## src/rtl/pipe_ctrl_unit_if.sv

```systemverilog
// Control-unit bus: ID-stage decode inputs, live EX ALU flags, and per-stage control outputs.
// Master drives the instruction side; slave is the control unit.
interface pipe_ctrl_unit_if #(
   parameter int unsigned ALUOP_W = 3
);
   logic               instr_valid;
   logic [31:0]        instruction;
   logic               stall;
   logic               cbz_zero;
   logic               alu_negative;
   logic               alu_zero;
   logic               alu_carry;
   logic               alu_overflow;

   logic               reg2loc;
   logic               uncond_br;
   logic               br_taken;
   logic               flush;
   logic               stall_req;
   logic               illegal;
   logic               ex_alu_src;
   logic [ALUOP_W-1:0] ex_alu_op;
   logic               mem_write;
   logic               wb_reg_write;
   logic               wb_mem_to_reg;
   logic [3:0]         flags;

   modport master (
      output instr_valid, instruction, stall, cbz_zero,
             alu_negative, alu_zero, alu_carry, alu_overflow,
      input  reg2loc, uncond_br, br_taken, flush, stall_req, illegal,
             ex_alu_src, ex_alu_op, mem_write, wb_reg_write, wb_mem_to_reg, flags
   );

   modport slave (
      input  instr_valid, instruction, stall, cbz_zero,
             alu_negative, alu_zero, alu_carry, alu_overflow,
      output reg2loc, uncond_br, br_taken, flush, stall_req, illegal,
             ex_alu_src, ex_alu_op, mem_write, wb_reg_write, wb_mem_to_reg, flags
   );
endinterface

```

## src/rtl/pipe_ctrl_unit.sv

```systemverilog
// Pipelined LEGv8 control: ID decode/branch resolve, valid-tagged EX/MEM/WB control, NZCV register.
// CTRL_FLAG_FWD_EN: forward live EX flags to B.LT instead of stalling one cycle on a flag hazard.
module pipe_ctrl_unit #(
   parameter int unsigned ALUOP_W    = 3,
   parameter int unsigned MEM_STAGES = 1
) (
   input logic             clk,
   input logic             reset,
   pipe_ctrl_unit_if.slave bus
);
   localparam int unsigned NSTG  = MEM_STAGES + 1;
   localparam int unsigned OPC_W = 11;

   typedef struct packed {
      logic       valid;
      logic       alu_src;
      logic [2:0] alu_op;
      logic       reg_write;
      logic       mem_to_reg;
      logic       mem_write;
      logic       set_flags;
   } ex_ctrl_t;

   typedef struct packed {
      logic valid;
      logic reg_write;
      logic mem_to_reg;
      logic mem_write;
   } mem_ctrl_t;

   logic [OPC_W-1:0] op;
   ex_ctrl_t         dec;
   logic             legal, rtype, is_b, is_cbz, is_blt;
   logic             hazard, lt_c, hold, stall_req_c, br_c, uncond_c;

   ex_ctrl_t  ex_q, ex_d;
   mem_ctrl_t mem_q [NSTG];
   mem_ctrl_t mem_d [NSTG];
   logic [3:0] flags_q, flags_d;

   logic unused_instr_bits;
   assign unused_instr_bits = ^bus.instruction[20:0];

   assign op = bus.instruction[31:21];

   // Opcode decode into EX-stage control bits
   always_comb begin
      dec    = '0;
      legal  = 1'b1;
      rtype  = 1'b0;
      is_b   = 1'b0;
      is_cbz = 1'b0;
      is_blt = 1'b0;
      casez (op)
         11'b11111000010: begin dec.alu_src = 1'b1; dec.alu_op = 3'b010;
                                dec.reg_write = 1'b1; dec.mem_to_reg = 1'b1; end
         11'b11111000000: begin dec.alu_src = 1'b1; dec.alu_op = 3'b010;
                                dec.mem_write = 1'b1; end
         11'b1001000100?: begin dec.alu_src = 1'b1; dec.alu_op = 3'b010;
                                dec.reg_write = 1'b1; end
         11'b10101011000: begin dec.alu_op = 3'b010; dec.reg_write = 1'b1;
                                dec.set_flags = 1'b1; rtype = 1'b1; end
         11'b11101011000: begin dec.alu_op = 3'b011; dec.reg_write = 1'b1;
                                dec.set_flags = 1'b1; rtype = 1'b1; end
         11'b10001010000: begin dec.alu_op = 3'b100; dec.reg_write = 1'b1; rtype = 1'b1; end
         11'b11001010000: begin dec.alu_op = 3'b110; dec.reg_write = 1'b1; rtype = 1'b1; end
         11'b11010011010: begin dec.alu_op = 3'b111; dec.reg_write = 1'b1; rtype = 1'b1; end
         11'b000101?????: is_b   = 1'b1;
         11'b10110100???: is_cbz = 1'b1;
         11'b01010100???: is_blt = 1'b1;
         default:         legal  = 1'b0;
      endcase
   end

   // Flag hazard, branch resolution and bubble insertion
   always_comb begin
      hazard = bus.instr_valid & is_blt & ex_q.valid & ex_q.set_flags;
`ifdef CTRL_FLAG_FWD_EN
      stall_req_c = 1'b0;
      lt_c        = hazard ? (bus.alu_negative ^ bus.alu_overflow) : (flags_q[3] ^ flags_q[0]);
`else
      stall_req_c = hazard;
      lt_c        = flags_q[3] ^ flags_q[0];
`endif
      hold     = bus.stall | stall_req_c;
      br_c     = bus.instr_valid & ~hold & (is_b | (is_cbz & bus.cbz_zero) | (is_blt & lt_c));
      uncond_c = bus.instr_valid & ~hold & is_b;
      ex_d     = '0;
      if (bus.instr_valid && legal && !hold) begin
         ex_d       = dec;
         ex_d.valid = 1'b1;
      end
   end

   always_comb begin
      for (int i = 0; i < int'(NSTG); i++) mem_d[i] = '0;
      mem_d[0] = '{valid: ex_q.valid, reg_write: ex_q.reg_write,
                   mem_to_reg: ex_q.mem_to_reg, mem_write: ex_q.mem_write};
      for (int i = 1; i < int'(NSTG); i++) mem_d[i] = mem_q[i-1];
      flags_d = flags_q;
      if (ex_q.valid && ex_q.set_flags)
         flags_d = {bus.alu_negative, bus.alu_zero, bus.alu_carry, bus.alu_overflow};
   end

   always_ff @(posedge clk or negedge reset) begin
      if (!reset) begin
         ex_q    <= '0;
         flags_q <= '0;
         for (int i = 0; i < int'(NSTG); i++) mem_q[i] <= '0;
      end else begin
         ex_q    <= ex_d;
         flags_q <= flags_d;
         for (int i = 0; i < int'(NSTG); i++) mem_q[i] <= mem_d[i];
      end
   end

   assign bus.reg2loc       = bus.instr_valid & rtype;
   assign bus.uncond_br     = uncond_c;
   assign bus.br_taken      = br_c;
   assign bus.flush         = br_c;
   assign bus.stall_req     = stall_req_c;
   assign bus.illegal       = bus.instr_valid & ~legal;
   assign bus.ex_alu_src    = ex_q.valid & ex_q.alu_src;
   assign bus.ex_alu_op     = ALUOP_W'(ex_q.alu_op);
   assign bus.mem_write     = mem_q[0].valid & mem_q[0].mem_write;
   assign bus.wb_reg_write  = mem_q[MEM_STAGES].valid & mem_q[MEM_STAGES].reg_write;
   assign bus.wb_mem_to_reg = mem_q[MEM_STAGES].valid & mem_q[MEM_STAGES].mem_to_reg;
   assign bus.flags         = flags_q;
endmodule
```

## src/flat_wrapper.sv

```systemverilog
// flat-port wrapper written by rule: the top's interface ports become plain ports
module pipe_ctrl_unit_flat 
#(
   parameter int unsigned ALUOP_W    = 3,
   parameter int unsigned MEM_STAGES = 1
)
  (clk, reset, bus_instr_valid, bus_instruction, bus_stall, bus_cbz_zero, bus_alu_negative, bus_alu_zero, bus_alu_carry, bus_alu_overflow, bus_reg2loc, bus_uncond_br, bus_br_taken, bus_flush, bus_stall_req, bus_illegal, bus_ex_alu_src, bus_ex_alu_op, bus_mem_write, bus_wb_reg_write, bus_wb_mem_to_reg, bus_flags);
  pipe_ctrl_unit_if #(.ALUOP_W(ALUOP_W)) bus_i ();
  input logic clk;
  input logic reset;
  input wire logic [$bits(bus_i.instr_valid)-1:0] bus_instr_valid;
  input wire logic [$bits(bus_i.instruction)-1:0] bus_instruction;
  input wire logic [$bits(bus_i.stall)-1:0] bus_stall;
  input wire logic [$bits(bus_i.cbz_zero)-1:0] bus_cbz_zero;
  input wire logic [$bits(bus_i.alu_negative)-1:0] bus_alu_negative;
  input wire logic [$bits(bus_i.alu_zero)-1:0] bus_alu_zero;
  input wire logic [$bits(bus_i.alu_carry)-1:0] bus_alu_carry;
  input wire logic [$bits(bus_i.alu_overflow)-1:0] bus_alu_overflow;
  output wire logic [$bits(bus_i.reg2loc)-1:0] bus_reg2loc;
  output wire logic [$bits(bus_i.uncond_br)-1:0] bus_uncond_br;
  output wire logic [$bits(bus_i.br_taken)-1:0] bus_br_taken;
  output wire logic [$bits(bus_i.flush)-1:0] bus_flush;
  output wire logic [$bits(bus_i.stall_req)-1:0] bus_stall_req;
  output wire logic [$bits(bus_i.illegal)-1:0] bus_illegal;
  output wire logic [$bits(bus_i.ex_alu_src)-1:0] bus_ex_alu_src;
  output wire logic [$bits(bus_i.ex_alu_op)-1:0] bus_ex_alu_op;
  output wire logic [$bits(bus_i.mem_write)-1:0] bus_mem_write;
  output wire logic [$bits(bus_i.wb_reg_write)-1:0] bus_wb_reg_write;
  output wire logic [$bits(bus_i.wb_mem_to_reg)-1:0] bus_wb_mem_to_reg;
  output wire logic [$bits(bus_i.flags)-1:0] bus_flags;
  assign bus_i.instr_valid = bus_instr_valid;
  assign bus_i.instruction = bus_instruction;
  assign bus_i.stall = bus_stall;
  assign bus_i.cbz_zero = bus_cbz_zero;
  assign bus_i.alu_negative = bus_alu_negative;
  assign bus_i.alu_zero = bus_alu_zero;
  assign bus_i.alu_carry = bus_alu_carry;
  assign bus_i.alu_overflow = bus_alu_overflow;
  assign bus_reg2loc = bus_i.reg2loc;
  assign bus_uncond_br = bus_i.uncond_br;
  assign bus_br_taken = bus_i.br_taken;
  assign bus_flush = bus_i.flush;
  assign bus_stall_req = bus_i.stall_req;
  assign bus_illegal = bus_i.illegal;
  assign bus_ex_alu_src = bus_i.ex_alu_src;
  assign bus_ex_alu_op = bus_i.ex_alu_op;
  assign bus_mem_write = bus_i.mem_write;
  assign bus_wb_reg_write = bus_i.wb_reg_write;
  assign bus_wb_mem_to_reg = bus_i.wb_mem_to_reg;
  assign bus_flags = bus_i.flags;
  pipe_ctrl_unit #(.ALUOP_W(ALUOP_W), .MEM_STAGES(MEM_STAGES)) u_core (.clk(clk), .reset(reset), .bus(bus_i));
endmodule
```

## config.mk

```make
export PLATFORM = sky130hd
export DESIGN_NAME = pipe_ctrl_unit_flat
export DESIGN_NICKNAME = d
export VERILOG_FILES = /design/src/rtl/pipe_ctrl_unit_if.sv /design/src/rtl/pipe_ctrl_unit.sv /design/src/flat_wrapper.sv
export SDC_FILE = /design/constraint.sdc
export NUM_CORES = 1
export LEC_CHECK = 0
export BUFFER_PORTS_ARGS = -buffer_cell sky130_fd_sc_hd__buf_2
export CORE_UTILIZATION = 36
export DETAILED_ROUTE_END_ITERATION = 8
export MAX_ROUTING_LAYER = met4
export PLACE_DENSITY = 0.67
export SLEW_MARGIN = 15
export SYNTH_ARGS = -nofsm -noshare
export SYNTH_HDL_FRONTEND = slang
export SYNTH_SLANG_ARGS = --single-unit
```

## constraint.sdc

```tcl
create_clock -name clk -period 3.9 [get_ports clk]
set_clock_uncertainty 0.05 [all_clocks]
set_input_delay 0.39 -clock clk [delete_from_list [all_inputs] [get_ports clk]]
set_output_delay 0.39 -clock clk [all_outputs]
set_load 0.01 [all_outputs]
```

=== Yosys cells after proc, flatten, opt, wreduce, memory -nomap -nowiden ===
Cells that the tools add are included.

* Flip-flop bits (word level): 20
* Bits in latches: 0
* Memory bits (writable): 0
* Bits in read-only memories: 0
* Input port bits: 41
* Output and inout bits: 17
* Memories kept: 0

* Add/subtract/negate cells: 0
* Multipliers: 0
* Divide/modulo/power cells: 0
* Order comparisons: 0
* Equal/unequal tests: 11
* Shifts and indexed selects: 0
* Multiplexer cells: 12
* Bitwise operators: 20
* Reductions and logical operators: 10

{| class="wikitable"
|+ Operators with widths
! kind !! count
|-
| == test 11 bit (second input constant) || 7
|-
| case mux 3 bit (5 select lines) || 1
|-
| AND 1 bit || 14
|-
| OR reduction 11 bit || 1
|-
| == test 10 bit (second input constant) || 1
|-
| two-way mux 1 bit || 10
|-
| two-way mux 9 bit || 1
|-
| == test 8 x 7 -> 1 bit (second input constant) || 1
|-
| == test 8 bit (second input constant) || 1
|-
| OR reduction 7 bit || 1
|-
| == test 6 x 3 -> 1 bit (second input constant) || 1
|-
| OR reduction 5 bit || 1
|-
| OR reduction 4 bit || 1
|-
| logical AND 1 bit || 3
|-
| OR 1 bit || 3
|-
| OR reduction 3 bit || 1
|-
| NOT 1 bit || 2
|-
| OR reduction 2 bit || 1
|-
| logical NOT 1 bit || 1
|-
| XOR 1 bit || 1
|}

=== Depth between registers and ports, before layout ===
* Word-level depth: 9
* Gate-level depth with buffers: 7
* Gate-level depth less buffers: 4

=== Least setup slack after synthesis ===
No wires, ideal clock.

* Path type: input port to output port
* Start: in bus_instruction[29]
* End: out bus_flush
* Arrival: 1.540 ns
* Slack: 1.920 ns
* Cell stages on the path: 5
* Cells stage by stage: or2_2 -> o32ai_1 -> nand3_1 -> a21oi_1 -> buf_4

* Word-level cells in the longest chain between the ends: 9
* Elaborated cells on any way between the ends: 17
* Classes of those cells: eq/ne: 3; mux: 3; bitwise: 11

{| class="wikitable"
|+ RTL lines
! item !! line !! text
|-
| from (decl) || flat_wrapper.sv:12 || <nowiki>input wire logic [$bits(bus_i.instruction)-1:0] bus_instruction;</nowiki>
|-
| == test 8 x 7 -> 1 bit || pipe_ctrl_unit.sv:54 || <nowiki>casez (op)</nowiki>
|-
| two-way mux 1 bit || pipe_ctrl_unit.sv:54 ||
|-
| AND 1 bit (3 in a row) || pipe_ctrl_unit.sv:77 || <nowiki>hazard = bus.instr_valid & is_blt & ex_q.valid & ex_q.set_flags;</nowiki>
|-
| OR 1 bit || pipe_ctrl_unit.sv:85 || <nowiki>hold = bus.stall | stall_req_c;</nowiki>
|-
| NOT 1 bit || pipe_ctrl_unit.sv:86 || <nowiki>br_c = bus.instr_valid & ~hold & (is_b | (is_cbz & bus.cbz_zero) | (is_blt & lt_c));</nowiki>
|-
| AND 1 bit || pipe_ctrl_unit.sv:86 ||
|-
| AND 1 bit (*) || pipe_ctrl_unit.sv:86 ||
|-
| to (decl) || flat_wrapper.sv:22 || <nowiki>output wire logic [$bits(bus_i.flush)-1:0] bus_flush;</nowiki>
|}

Every way passes the cells marked *; elsewhere a longest branch is shown, timed or not.

=== Worst setup path after layout ===
* Start: in bus_instruction[27]
* End: out bus_br_taken

* Word-level cells in the longest chain between the ends: 9
* Elaborated cells on any way between the ends: 17
* Classes of those cells: eq/ne: 3; mux: 3; bitwise: 11

{| class="wikitable"
|+ RTL lines
! item !! line !! text
|-
| == test 8 x 7 -> 1 bit || pipe_ctrl_unit.sv:54 ||
|-
| two-way mux 1 bit || pipe_ctrl_unit.sv:54 ||
|-
| AND 1 bit (3 in a row) || pipe_ctrl_unit.sv:77 ||
|-
| OR 1 bit || pipe_ctrl_unit.sv:85 ||
|-
| NOT 1 bit || pipe_ctrl_unit.sv:86 ||
|-
| AND 1 bit || pipe_ctrl_unit.sv:86 ||
|-
| AND 1 bit (*) || pipe_ctrl_unit.sv:86 ||
|-
| to (decl) || flat_wrapper.sv:21 || <nowiki>output wire logic [$bits(bus_i.br_taken)-1:0] bus_br_taken;</nowiki>
|}

Marked as above.

==> metrics.md <==
| Metric | Value |
|---|---|
| CTS Sinks | `20` |
| # DRC | `0` |
| Commonest non-fill, non-tap cells in the layout | `buf_2, dfrtp_1, nand2_1, nand3_1, nor2_1` |
| Die area | `3075 sq um` |
| CTS Root Cell | `clkbuf_4` |
| Row Count | `19` |
| Status | `finished, final reports clean` |
| Antenna viol nets, final | `0` |
| Setup_tns | `0 ps` |
| Antenna cells | `0` |
| Worst Path Arrival | `1830 ps` |
| Leak | `0.5997 nW` |
| Worst hold start | `bus_alu_carry` |
| Drt pass-1 iters | `4` |
| Post-Synthesis Cells | `91` |
| Unrepaired setup endpoints after global routing | `false` |
| Worst Setup SP | `bus_instruction[27]` |
| Seq cells post-synth | `20` |
| Slew headroom | `56.74%` |
| Post-DP HPWL | `1539 microns` |
| DRT iter0 DRCs | `13` |
| Vias in the first global route | `737` |
| Fin. Hold Viols | `0` |
| Ratio of cells with drive above 1 in the final layout | `42.86%` |
| Die Y | `55.45 microns` |
| Remaining Overflow, GRT | `0` |
| First-pass GRT wire length | `3208 microns` |
| Max VDD drop | `0.0002408 V` |
| Max cap viols | `0` |
| Aggregate global-route resource usage | `13.65%` |
| Worst Path Required | `3460 ps` |
| Post-Synth Simple-Gate Area | `27.49%` |
| Pre-CTS setup slack | `1612 ps` |
| Drt wl/cell | `12.04 microns` |
| Fmax | `440.5 MHz` |
| Die X | `55.45 microns` |
| Avg Cell Area, Syn | `11.30 sq um` |
| Final period util | `58.20%` |
| Post-synthesis adder-cell area fraction | `0%` |
| CORE AREA | `2734 sq um` |
| TritonCTS clock tree | `built` |
| Overall Power | `420.0 uW` |
| CP endpoint kind | `output pin` |
| Port bufs | `36` |
| XOR/XNOR Fraction of Synth Area | `0.8516%` |
| Wirelength, routed | `1891 microns` |
| Largest net degree at the start of global routing | `21` |
| Worst-case clock buffer depth | `2` |
| CTS Buf Count | `3` |
| Slew @ Worst Pin | `646.8 ps` |
| Sequential area share after synthesis | `48.66%` |
| Distinct cell type count of the synthesized netlist | `39` |
| Hold slack | `267.5 ps` |
| Final Critical Period | `2270 ps` |
| Ys Warns | `0` |
| Routed via count | `819` |
| Syn_nets | `132` |
| Fill cells | `255` |
| RR Startpoint | `u_core.ex_q[8]$_DFF_PN0_` |
| Htree depth | `1` |
| GPL Wtd Cong | `0.8115` |
| CTS resizes | `0` |
| Kind of critical path | `input pin to output pin` |
| Vias/cell | `5.217` |
| Mux share of post-synthesis cell area | `4.380%` |
| Initial antenna violation count | `0` |
| Area Growth Syn to Fin | `22.63%` |
| Final Setup Violations | `0` |
| Clock insertion delay at the later pin of the skew report | `290 ps` |
| Max Slew Vio Count | `0` |
| Leading cell type in the layout, fill and taps excluded | `buf_2` |
| Crit Path Max Fanout | `11` |
| CTS clk-pin slew, worst paths | `110 ps` |
| I/O Pins | `58` |
| Fin nets | `168` |
| Starting Density | `37.62%` |
| Synth Area in Compound Gates | `13.50%` |
| CP startpoint kind | `input pin` |
| Mapped cell area | `1028 sq um` |
| PnR worst setup slack | `1630 ps` |
| Pwr Density | `333.0 nW/um^2` |
| Hold Crit Class | `input pin to register` |
| Largest family of logic cells by synthesized area | `simple AND/OR/NAND/NOR gates` |
synthesized netlist by cell type:
| library cell | number | area, sq um |
|---|---|---|
| o32ai_1 | 2 | 17.52 |
| buf_4 | 5 | 37.54 |
| o21ai_2 | 1 | 8.760 |
| and3_1 | 2 | 12.51 |
| a21oi_2 | 1 | 8.760 |
| nand2_2 | 1 | 6.260 |
| buf_6 | 1 | 11.26 |
| o41ai_4 | 1 | 27.53 |
| o211ai_1 | 1 | 7.510 |
| dfrtp_1 | 20 | 500.5 |
| nor2b_1 | 1 | 6.260 |
| a21oi_1 | 3 | 15.01 |
| o22a_2 | 1 | 10.01 |
| and2b_1 | 2 | 15.01 |
| a22oi_1 | 1 | 7.510 |
| o21a_1 | 2 | 15.01 |
| and4_4 | 1 | 11.26 |
| nand3b_1 | 2 | 15.01 |
| or2_2 | 1 | 6.260 |
| a31oi_1 | 1 | 6.260 |
| and4bb_2 | 1 | 12.51 |
| nor3b_2 | 1 | 12.51 |
| nand2_1 | 6 | 22.52 |
| inv_1 | 1 | 3.750 |
| mux2_2 | 4 | 45.04 |
| a211oi_1 | 1 | 7.510 |
| nand4b_1 | 1 | 8.760 |
| nor3b_1 | 1 | 7.510 |
| xnor2_1 | 1 | 8.760 |
| nor4b_4 | 1 | 23.77 |
| and4_1 | 1 | 8.760 |
| nand3_1 | 6 | 30.03 |
| nor4b_1 | 1 | 8.760 |
| and4b_1 | 1 | 10.01 |
| nor2_1 | 5 | 18.77 |
| nor3_1 | 3 | 15.01 |
| nor4_1 | 1 | 6.260 |
| and2_1 | 4 | 25.02 |
| a21boi_0 | 1 | 7.510 |
area by class of cell:
class                      instances  area, sq um  share of cell area (%)
clock buffer                       3        22.52                   1.786
sequential                        20        500.5                   39.68
clock inverter                     1        30.03                   2.381
inverter                           1        3.754                  0.2976
multi-input combinational         64        475.5                   37.70
timing repair buffer              37        190.2                   15.08
tap                               31        38.79                   3.075
routing by layer:
metal  GRT usage (%)  up-vias  wire length [microns]
met2           21.69       26                    949
met3           2.342        2                     90
li1                -      402                      -
met1           16.97      389                    837
met4           6.429        0                     13
met5               -        -                      0
path summary, 6_finish.rpt:
path                            cells after the start  slack (ps)                                end
worst max-delay path                                6        1630                       bus_br_taken
worst min-delay path                                2         270    u_core.bus.flags[1]$_DFFE_PN0P_
worst max register to register                      3        2430  u_core.bus.ex_alu_op[2]$_DFF_PN0_
worst min register to register                      0         290          u_core.mem_d[1]$_DFF_PN0_
max in group asynchronous                           2        3000           u_core.ex_q[7]$_DFF_PN0_
min in group asynchronous                           2         500          u_core.mem_q[3]$_DFF_PN0_
kinds of logic (layout without fill, tap and decap cells):
family	Yosys count	after routing
simple gates	43	43
flops	20	20
compound gates	16	16
buf+inv	7	42
mux	4	4
xor+xnor	1	1
power breakdown:
part	internal, mW	switching [mW]	total [mW]
combinational	0.0199	0.0268	0.0468
clock	0.104	0.0583	0.162
sequential	0.210	0.00150	0.211
total	0.333	0.0866	0.420
flip-flops by register name (all words and copies together) (netlist names):
name                  cells
u_core.ex_q               6
u_core.bus.flags          4
u_core.mem_d              4
u_core.bus.ex_alu_op      3
u_core.mem_q              3
repair_timing:
item / CTS / global route
hold buffers: 1 / 0
setup buffers: 0 / 0
endpoints found under the setup margin: 0 / 0
hold endpoints to repair: 20 / 0
worst max-delay path, cell delays in order:
cell and delay [ps]:
buf_2 120, and2b_1 270, nand2_2 100, o41ai_4 670
a21oi_1 100, buf_2 170
per-stage QoR:
stage | utilization, % | cell area (sq um) | std cells
final | 46.13 | 1261 | 157
after global routing | 46.13 | 1261 | 157
after CTS | 46.13 | 1261 | 157
after detailed placement | 43.84 | 1199 | 152
after global placement | 43.84 | 1199 | 152
after floorplan | - | 1028 | 91
No activity file was read; power rests on OpenSTA's default activity.
